### config.mk
export PLATFORM = sky130hd
export DESIGN_NAME = oled_text_sequencer_flat
export DESIGN_NICKNAME = d
export VERILOG_FILES = /design/src/rtl/oled_pkg.sv /design/src/rtl/oled_text_sequencer_if.sv /design/src/rtl/oled_cursor.sv /design/src/rtl/oled_text_sequencer.sv /design/src/flat_wrapper.sv
export SDC_FILE = /design/constraint.sdc
export NUM_CORES = 1
export LEC_CHECK = 0
export ABC_AREA = 1
export ABC_CLOCK_PERIOD_IN_PS = 1920
export BUFFER_PORTS_ARGS = -buffer_cell sky130_fd_sc_hd__buf_2
export CAP_MARGIN = 30
export CELL_PAD_IN_SITES_DETAIL_PLACEMENT = 1
export CELL_PAD_IN_SITES_GLOBAL_PLACEMENT = 1
export CORE_UTILIZATION = 39
export CTS_BUF_LIST = sky130_fd_sc_hd__clkbuf_4 sky130_fd_sc_hd__clkbuf_8
export CTS_CLUSTER_DIAMETER = 60
export DETAILED_ROUTE_END_ITERATION = 8
export GPL_TIMING_DRIVEN = 0
export PLACE_DENSITY_LB_ADDON = 0.08
export SETUP_SLACK_MARGIN = 0.3
export SLEW_MARGIN = 20
export SYNTH_ARGS = -nofsm -noshare
export SYNTH_HDL_FRONTEND = slang
export SYNTH_SLANG_ARGS = --single-unit
export TNS_END_PERCENT = 100
### constraint.sdc
create_clock -name clock -period 1.92 [get_ports clock]
set_clock_uncertainty 0.2 [all_clocks]
set_input_delay 0.096 -clock clock [delete_from_list [all_inputs] [get_ports clock]]
set_output_delay 0.096 -clock clock [all_outputs]
set_load 0.005 [all_outputs]
### src/rtl/oled_pkg.sv
// Shared types and SSD1306 command constants for the OLED text sequencer.
package oled_pkg;

    typedef enum logic [1:0] {IDLE, LOAD, CMD, DATA} state_e;

    localparam logic [7:0] CMD_PAGE_BASE = 8'hB0;
    localparam logic [7:0] CMD_COL_LO    = 8'h00;
    localparam logic [7:0] CMD_COL_HI    = 8'h10;
    localparam int         GLYPH_BYTES   = 8;

    // Line-start command bytes: set page, then column 0 (low nibble, high nibble).
    function automatic logic [7:0] cmd_byte(input logic [1:0] idx, input logic [2:0] page);
        case (idx)
            2'd0:    return CMD_PAGE_BASE | {5'd0, page};
            2'd1:    return CMD_COL_LO;
            default: return CMD_COL_HI;
        endcase
    endfunction

endpackage

### src/rtl/oled_text_sequencer_if.sv
// Character-in / byte-out handshake bundle between text source, sequencer and SPI transmitter.
interface oled_text_sequencer_if;
    logic       char_valid;
    logic       char_ready;
    logic [6:0] char_code;
    logic       clear;
    logic       out_valid;
    logic       out_ready;
    logic [7:0] out_byte;
    logic       out_dc;

    modport master (
        output char_valid, char_code, clear, out_ready,
        input  char_ready, out_valid, out_byte, out_dc
    );

    modport slave (
        input  char_valid, char_code, clear, out_ready,
        output char_ready, out_valid, out_byte, out_dc
    );
endinterface

### src/rtl/oled_cursor.sv
// Text cursor: column counter that wraps into a page counter; home has priority over advance.
module oled_cursor #(
    parameter int  COLS_PER_PAGE = 16,
    parameter int  NUM_PAGES     = 4,
    localparam int COL_W         = $clog2(COLS_PER_PAGE),
    localparam int PAGE_W        = $clog2(NUM_PAGES)
) (
    input  logic              clock,
    input  logic              reset,
    input  logic              advance,
    input  logic              home,
    output logic [PAGE_W-1:0] page,
    output logic [COL_W-1:0]  col
);

    logic [PAGE_W-1:0] page_q, page_d;
    logic [COL_W-1:0]  col_q, col_d;

    always_comb begin
        page_d = page_q;
        col_d  = col_q;
        if (home) begin
            page_d = '0;
            col_d  = '0;
        end else if (advance) begin
            if (col_q == COL_W'(COLS_PER_PAGE - 1)) begin
                col_d  = '0;
                // No scrolling: the last page silently wraps back to the first.
                page_d = (page_q == PAGE_W'(NUM_PAGES - 1)) ? '0 : page_q + PAGE_W'(1);
            end else begin
                col_d = col_q + COL_W'(1);
            end
        end
    end

    always_ff @(posedge clock) begin
        if (reset) begin
            page_q <= '0;
            col_q  <= '0;
        end else begin
            page_q <= page_d;
            col_q  <= col_d;
        end
    end

    assign page = page_q;
    assign col  = col_q;

endmodule

### src/rtl/oled_text_sequencer.sv
// Turns 7-bit character codes into SSD1306 command/data bytes using an external glyph ROM.
module oled_text_sequencer
    import oled_pkg::*;
#(
    parameter int  COLS_PER_PAGE = 16,
    parameter int  NUM_PAGES     = 4,
    localparam int COL_W         = $clog2(COLS_PER_PAGE),
    localparam int PAGE_W        = $clog2(NUM_PAGES)
) (
    input  logic                        clock,
    input  logic                        reset,
    oled_text_sequencer_if.slave        bus,
    output logic [6:0]                  rom_addr,
    input  logic [63:0]                 rom_data,
    output logic                        busy,
    output logic [PAGE_W-1:0]           page,
    output logic [COL_W-1:0]            col
);

    state_e      state_q, state_d;
    logic [6:0]  code_q, code_d;
    logic [63:0] shift_q, shift_d;
    logic [1:0]  cmd_idx_q, cmd_idx_d;
    logic [2:0]  byte_idx_q, byte_idx_d;
    logic        clear_pend_q, clear_pend_d;
    logic        out_valid_q, out_valid_d;
    logic        out_dc_q, out_dc_d;
    logic [7:0]  out_byte_q, out_byte_d;
    logic        char_ready_int;
    logic        advance, home;

    // A clear pulse in IDLE steals the cycle so the homed cursor applies to the next character.
    assign char_ready_int = (state_q == IDLE) && !clear_pend_q && !bus.clear;

    always_comb begin
        state_d      = state_q;
        code_d       = code_q;
        shift_d      = shift_q;
        cmd_idx_d    = cmd_idx_q;
        byte_idx_d   = byte_idx_q;
        clear_pend_d = clear_pend_q | ((state_q != IDLE) && bus.clear);
        advance      = 1'b0;
        home         = 1'b0;

        case (state_q)
            IDLE: begin
                if (bus.clear) begin
                    home = 1'b1;
                end else if (char_ready_int && bus.char_valid) begin
                    code_d  = bus.char_code;
                    state_d = LOAD;
                end
            end
            LOAD: begin
                shift_d = rom_data;
                if (col == '0) begin
                    state_d   = CMD;
                    cmd_idx_d = 2'd0;
                end else begin
                    state_d    = DATA;
                    byte_idx_d = 3'd0;
                end
            end
            CMD: begin
                if (bus.out_ready) begin
                    cmd_idx_d = cmd_idx_q + 2'd1;
                    if (cmd_idx_q == 2'd2) begin
                        state_d    = DATA;
                        byte_idx_d = 3'd0;
                    end
                end
            end
            DATA: begin
                if (bus.out_ready) begin
                    shift_d    = shift_q << 8;
                    byte_idx_d = byte_idx_q + 3'd1;
                    if (byte_idx_q == 3'(GLYPH_BYTES - 1)) begin
                        state_d = IDLE;
                        // A clear seen during the glyph replaces the normal cursor advance.
                        if (clear_pend_q || bus.clear) begin
                            home         = 1'b1;
                            clear_pend_d = 1'b0;
                        end else begin
                            advance = 1'b1;
                        end
                    end
                end
            end
            default: state_d = IDLE;
        endcase

        // Outputs are registered from the next-state values so they never glitch.
        out_valid_d = (state_d == CMD) || (state_d == DATA);
        out_dc_d    = (state_d == DATA);
        out_byte_d  = 8'h00;
        if (state_d == CMD)
            out_byte_d = cmd_byte(cmd_idx_d, 3'(page));
        else if (state_d == DATA)
            out_byte_d = shift_d[63:56];
    end

    always_ff @(posedge clock) begin
        if (reset) begin
            state_q      <= IDLE;
            code_q       <= '0;
            shift_q      <= '0;
            cmd_idx_q    <= '0;
            byte_idx_q   <= '0;
            clear_pend_q <= 1'b0;
            out_valid_q  <= 1'b0;
            out_dc_q     <= 1'b0;
            out_byte_q   <= '0;
        end else begin
            state_q      <= state_d;
            code_q       <= code_d;
            shift_q      <= shift_d;
            cmd_idx_q    <= cmd_idx_d;
            byte_idx_q   <= byte_idx_d;
            clear_pend_q <= clear_pend_d;
            out_valid_q  <= out_valid_d;
            out_dc_q     <= out_dc_d;
            out_byte_q   <= out_byte_d;
        end
    end

    oled_cursor #(
        .COLS_PER_PAGE (COLS_PER_PAGE),
        .NUM_PAGES     (NUM_PAGES)
    ) u_cursor (
        .clock   (clock),
        .reset   (reset),
        .advance (advance),
        .home    (home),
        .page    (page),
        .col     (col)
    );

    assign rom_addr       = code_q;
    assign bus.char_ready = char_ready_int && !reset;
    assign bus.out_valid  = out_valid_q && !reset;
    assign bus.out_dc     = out_dc_q && !reset;
    assign bus.out_byte   = reset ? 8'h00 : out_byte_q;
    assign busy           = (state_q != IDLE) && !reset;

endmodule

### src/flat_wrapper.sv
// flat-port wrapper written by rule: the top's interface ports become plain ports
module oled_text_sequencer_flat import oled_pkg::*;
#(
    parameter int  COLS_PER_PAGE = 16,
    parameter int  NUM_PAGES     = 4,
    localparam int COL_W         = $clog2(COLS_PER_PAGE),
    localparam int PAGE_W        = $clog2(NUM_PAGES)
)
  (clock, reset, rom_addr, rom_data, busy, page, col, bus_char_valid, bus_char_code, bus_clear, bus_out_ready, bus_char_ready, bus_out_valid, bus_out_byte, bus_out_dc);
  oled_text_sequencer_if bus_i ();
  input  logic clock;
  input  logic reset;
  output logic [6:0] rom_addr;
  input  logic [63:0] rom_data;
  output logic busy;
  output logic [PAGE_W-1:0] page;
  output logic [COL_W-1:0] col;
  input wire logic [$bits(bus_i.char_valid)-1:0] bus_char_valid;
  input wire logic [$bits(bus_i.char_code)-1:0] bus_char_code;
  input wire logic [$bits(bus_i.clear)-1:0] bus_clear;
  input wire logic [$bits(bus_i.out_ready)-1:0] bus_out_ready;
  output wire logic [$bits(bus_i.char_ready)-1:0] bus_char_ready;
  output wire logic [$bits(bus_i.out_valid)-1:0] bus_out_valid;
  output wire logic [$bits(bus_i.out_byte)-1:0] bus_out_byte;
  output wire logic [$bits(bus_i.out_dc)-1:0] bus_out_dc;
  assign bus_i.char_valid = bus_char_valid;
  assign bus_i.char_code = bus_char_code;
  assign bus_i.clear = bus_clear;
  assign bus_i.out_ready = bus_out_ready;
  assign bus_char_ready = bus_i.char_ready;
  assign bus_out_valid = bus_i.out_valid;
  assign bus_out_byte = bus_i.out_byte;
  assign bus_out_dc = bus_i.out_dc;
  oled_text_sequencer #(.COLS_PER_PAGE(COLS_PER_PAGE), .NUM_PAGES(NUM_PAGES)) u_core (.clock(clock), .reset(reset), .bus(bus_i), .rom_addr(rom_addr), .rom_data(rom_data), .busy(busy), .page(page), .col(col));
endmodule
==> metrics.md <==
| Metric | Value |
|---|---|
| Status | `finished, violations left` |
| Failing checks | `hold timing, setup timing` |
| Area of the multi-input gates | `0.00282 mm^2` |
| Worst Hold Class | `input port to register` |
| CTS buffer count | `9` |
| Post-synth EDFFs | `0` |
| Final Hold Viols | `1` |
| Initial antenna violation count | `6` |
| Final Critical Period | `between 2000 and 2500 ps` |
| Clock latency at the later pin of the worst-skew pair | `410 ps` |
| Die footprint | `0.0110 mm^2` |
| LEAKAGE | `2.93 nW` |
| Sw Ratio | `46.1%` |
| CP Launch Type | `register` |
| Area Overhead vs Synth | `76.3%` |
| First-pass DRT Iterations | `5` |
| Sequential-to-total area share from yosys stat | `46.0%` |
| RSZ-0062 raised after global routing | `true` |
| Ys Warns | `0` |
| Die height | `105 um` |
| Max Cap Viol | `0` |
| H-tree depth | `3` |
| P per Cell Area | `1520 mW/mm^2` |
| Final period utilization | `117%` |
| Critical path required time | `approximately 2000 ps` |
| FMAX | `445 MHz` |
| CTS tree | `done` |
| Top-count cell post-synth | `a21oi_1` |
| All-layer global routing usage | `a little under a third` |
| Avg Inst Size Synth | `roughly 7.4 um^2` |
| Max Transition Viols Final | `0` |
| Die W | `105 um` |
| GPL Wtd Cong | `between 0.8 and 0.9` |
| Setup ws final | `-329 ps` |
| Final Core Density | `70.9%` |
| Routed Antenna Nets | `0` |
| Rows | `37` |
| Root Buffer | `clkbuf_8` |
| Library cells used by synthesis | `28` |
| Prevailing post-synth register cell | `dfxtp_1` |
| Post-Syn Area | `0.00413 mm^2` |
| Gr ovfl total | `0` |
| Final Cell Area | `0.00729 mm^2` |
| Worst rel slew slack | `40.8%` |
| Post-Syn Instances | `around 560` |
| DRC violations left | `0` |
| Vias per cell | `between 6 and 7` |
| WL final | `25400 um` |
| Comb pwr share | `around 56%` |
| I/O Pins | `101` |
| Vias in the first global route | `5177` |
| Reg clk slew, reported paths | `110 ps` |
| Sequential Power Share | `between 20% and 30%` |
| Starting Density | `40.2%` |
| Peak supply drop | `between 0.0006 and 0.0007 V` |
| Clock sink count | `95` |
| Hpwl dp | `9120 um` |
| Crit path max fanout | `10` |
| Share of cells above drive strength 1 | `43.8%` |
| Synth area leader | `dfxtp_1` |
| Hold_ws | `-1.11 ps` |
| P_int | `slightly below 0.006 W` |
| Critical Path AT | `around 2300 ps` |
| Most common library cells after synthesis | `124 x a21oi_1, 121 x nand2_1, 95 x dfxtp_1, 48 x o21ai_0, 41 x inv_1` |
| Clock Tree Buf Depth | `2` |
| Vias | `5506` |
| DRT iter0 DRCs | `about 400` |
| Number of port buffers | `99` |
| Post-synth top area share | `between 40% and 50%` |
| Final nets | `854` |
| Total Power Consumption | `0.0111 W` |
| Crit. End Element | `register` |
| Filler cells | `~1.1k` |
| Core area | `0.0103 mm^2` |
| Worst-Margin Slew | `889 ps` |
| Psw | `0.00510 W` |
| Wire per inst | `27.9 um` |
| Sequential cell area | `0.00191 mm^2` |
| #FFs+latches synth | `95` |
| Dpl cell area | `0.00481 mm^2` |
| Clock Power Share | `15.1%` |
| Crit path kind | `register to register` |
| Asr flop ratio synth | `0%` |
| Largest net degree at the start of global routing | `17` |
| Syn Nets | `644` |
| Setup Viol. Count Final | `30` |
| Area contributors post-synth | `dfxtp_1 46%, a21oi_1 15%, nand2_1 11%, o21ai_0 5.8%, inv_1 3.7%` |
| First-pass GRT wire length | `26400 um` |
state kept, by name (all words and copies together), names as in the netlist:
register / cells
u_core.byte_idx_q: 3
u_core.out_dc_q: 1
u_core.u_cursor.page: 2
u_core.clear_pend_q: 1
u_core.cmd_idx_q: 2
u_core.shift_q: 64
u_core.u_cursor.col: 4
u_core.state_q: 2
u_core.out_valid_q: 1
u_core.rom_addr: 7
u_core.out_byte_q: 8
power groups by stage:
| stage | Sequential, W | Combinational [W] | Clock [W] |
|---|---|---|---|
| after floorplan | 0.00282 | 0.00187 | 0 |
| after global placement | 0.00290 | 0.00253 | 0 |
| after detailed placement | 0.00291 | 0.00264 | 0 |
| after CTS | 0.00292 | 0.00400 | 0.00155 |
| after global routing | 0.00317 | 0.00641 | 0.00172 |
| final | 0.00316 | 0.00624 | 0.00167 |
what timing repair did:
action,4_1_cts,5_1_grt
hold buffers,73,4
cloned,5,3
setup buffers,11,4
endpoints found under the setup margin,92,96
gates resized for setup,129,182
hold endpoints to repair,83,2
pin swaps,20,18
through the flow:
stage | cells | setup WS (ps) | TNS, ps
floorplan | 557 | 299 | 0
global placement | 792 | 39.1 | 0
detailed placement | 792 | 14.8 | 0
CTS | 897 | 62.6 | 0
global route | 912 | -311 | -3750
finish | 912 | -329 | -1850
worst max-delay path: stages, from the launching register on:
cell and delay [ps]:
dfxtp_4 400, ha_4 140, buf_6 130, buf_4 140
nand2_1 70, inv_2 100, buf_6 170, buf_6 170
nand2_1 230, a21oi_2 370
placed cells by master (no fill, tap or decap), types with 3 or more instances in the layout:
master / netlist / final
dfxtp_1: 95 / 91
nor2_4: 2 / 7
a21oi_2: 0 / 48
a31oi_4: 0 / 3
a22o_1: 3 / 3
ha_1: 11 / 6
ha_4: 0 / 4
buf_1: 3 / 3
o21ai_1: 14 / 7
nor2_2: 3 / 3
nand2_1: 121 / 103
diode_2: 0 / 4
inv_2: 4 / 9
nand2_4: 0 / 7
nand3_2: 1 / 6
buf_16: 0 / 3
buf_6: 3 / 11
clkbuf_8: 0 / 11
a21oi_4: 0 / 28
buf_4: 4 / 12
nand2_2: 1 / 12
buf_8: 0 / 7
dlygate4sd3_1: 0 / 76
nor2_1: 24 / 19
buf_12: 0 / 7
o21ai_4: 0 / 9
buf_2: 19 / 105
o21ai_2: 0 / 27
a21oi_1: 124 / 48
clkbuf_1: 6 / 4
o21ai_0: 48 / 19
inv_1: 41 / 34
a31oi_1: 6 / 3
clkbuf_16: 0 / 3
nand3_1: 15 / 9
final timing paths:
kind                            cells past startpoint  slack (ps)                         endpoint                       startpoint
worst max-delay path                                9        -330   u_core.shift_q[9]$_SDFFE_PP0P_     u_core.state_q[1]$_SDFF_PP0_
worst min-delay path                                4          -1  u_core.rom_addr[2]$_SDFFE_PP0P_                   bus_char_valid
worst max register to register                      9        -330   u_core.shift_q[9]$_SDFFE_PP0P_     u_core.state_q[1]$_SDFF_PP0_
worst min register to register                      2         280  u_core.rom_addr[0]$_SDFFE_PP0P_  u_core.rom_addr[0]$_SDFFE_PP0P_
layer usage:
metal	GRT usage (%)	vias up	part of all wire [%]	routed length, um
met5	0	-	0	0
met4	13.2	0	9.2	2350
met3	4.37	181	7.1	1810
met2	54.2	371	49	12300
met1	37.3	2677	35	8950
li1	-	2277	-	-
cells by family (layout without fill, tap and decap cells):
| logic type | Yosys count | in the layout | share of synthesized area (%) |
|---|---|---|---|
| flops | 95 | 95 | 46.0 |
| simple gates | 174 | 174 | 17.4 |
| compound gates | 196 | 196 | 24.3 |
| other cells | 0 | 4 | 0 |
| xor+xnor | 1 | 1 | 0.212 |
| fa+ha+maj | 11 | 11 | 3.33 |
| buf+inv | 80 | 295 | 8.75 |
cell type report:
class,instances,share of cell area (%)
Inverter,45,2.52
Antenna cell,4,0.137
Tap cell,136,2.33
Clock inverter,6,1.25
Timing Repair Buffer,198,22.0
Clock buffer,10,1.89
Timing Repair inverter,1,0.103
Buffer,35,4.87
Multi-Input combinational cell,382,38.7
Sequential cell,95,26.2
Power figures use the tool's default switching activity.
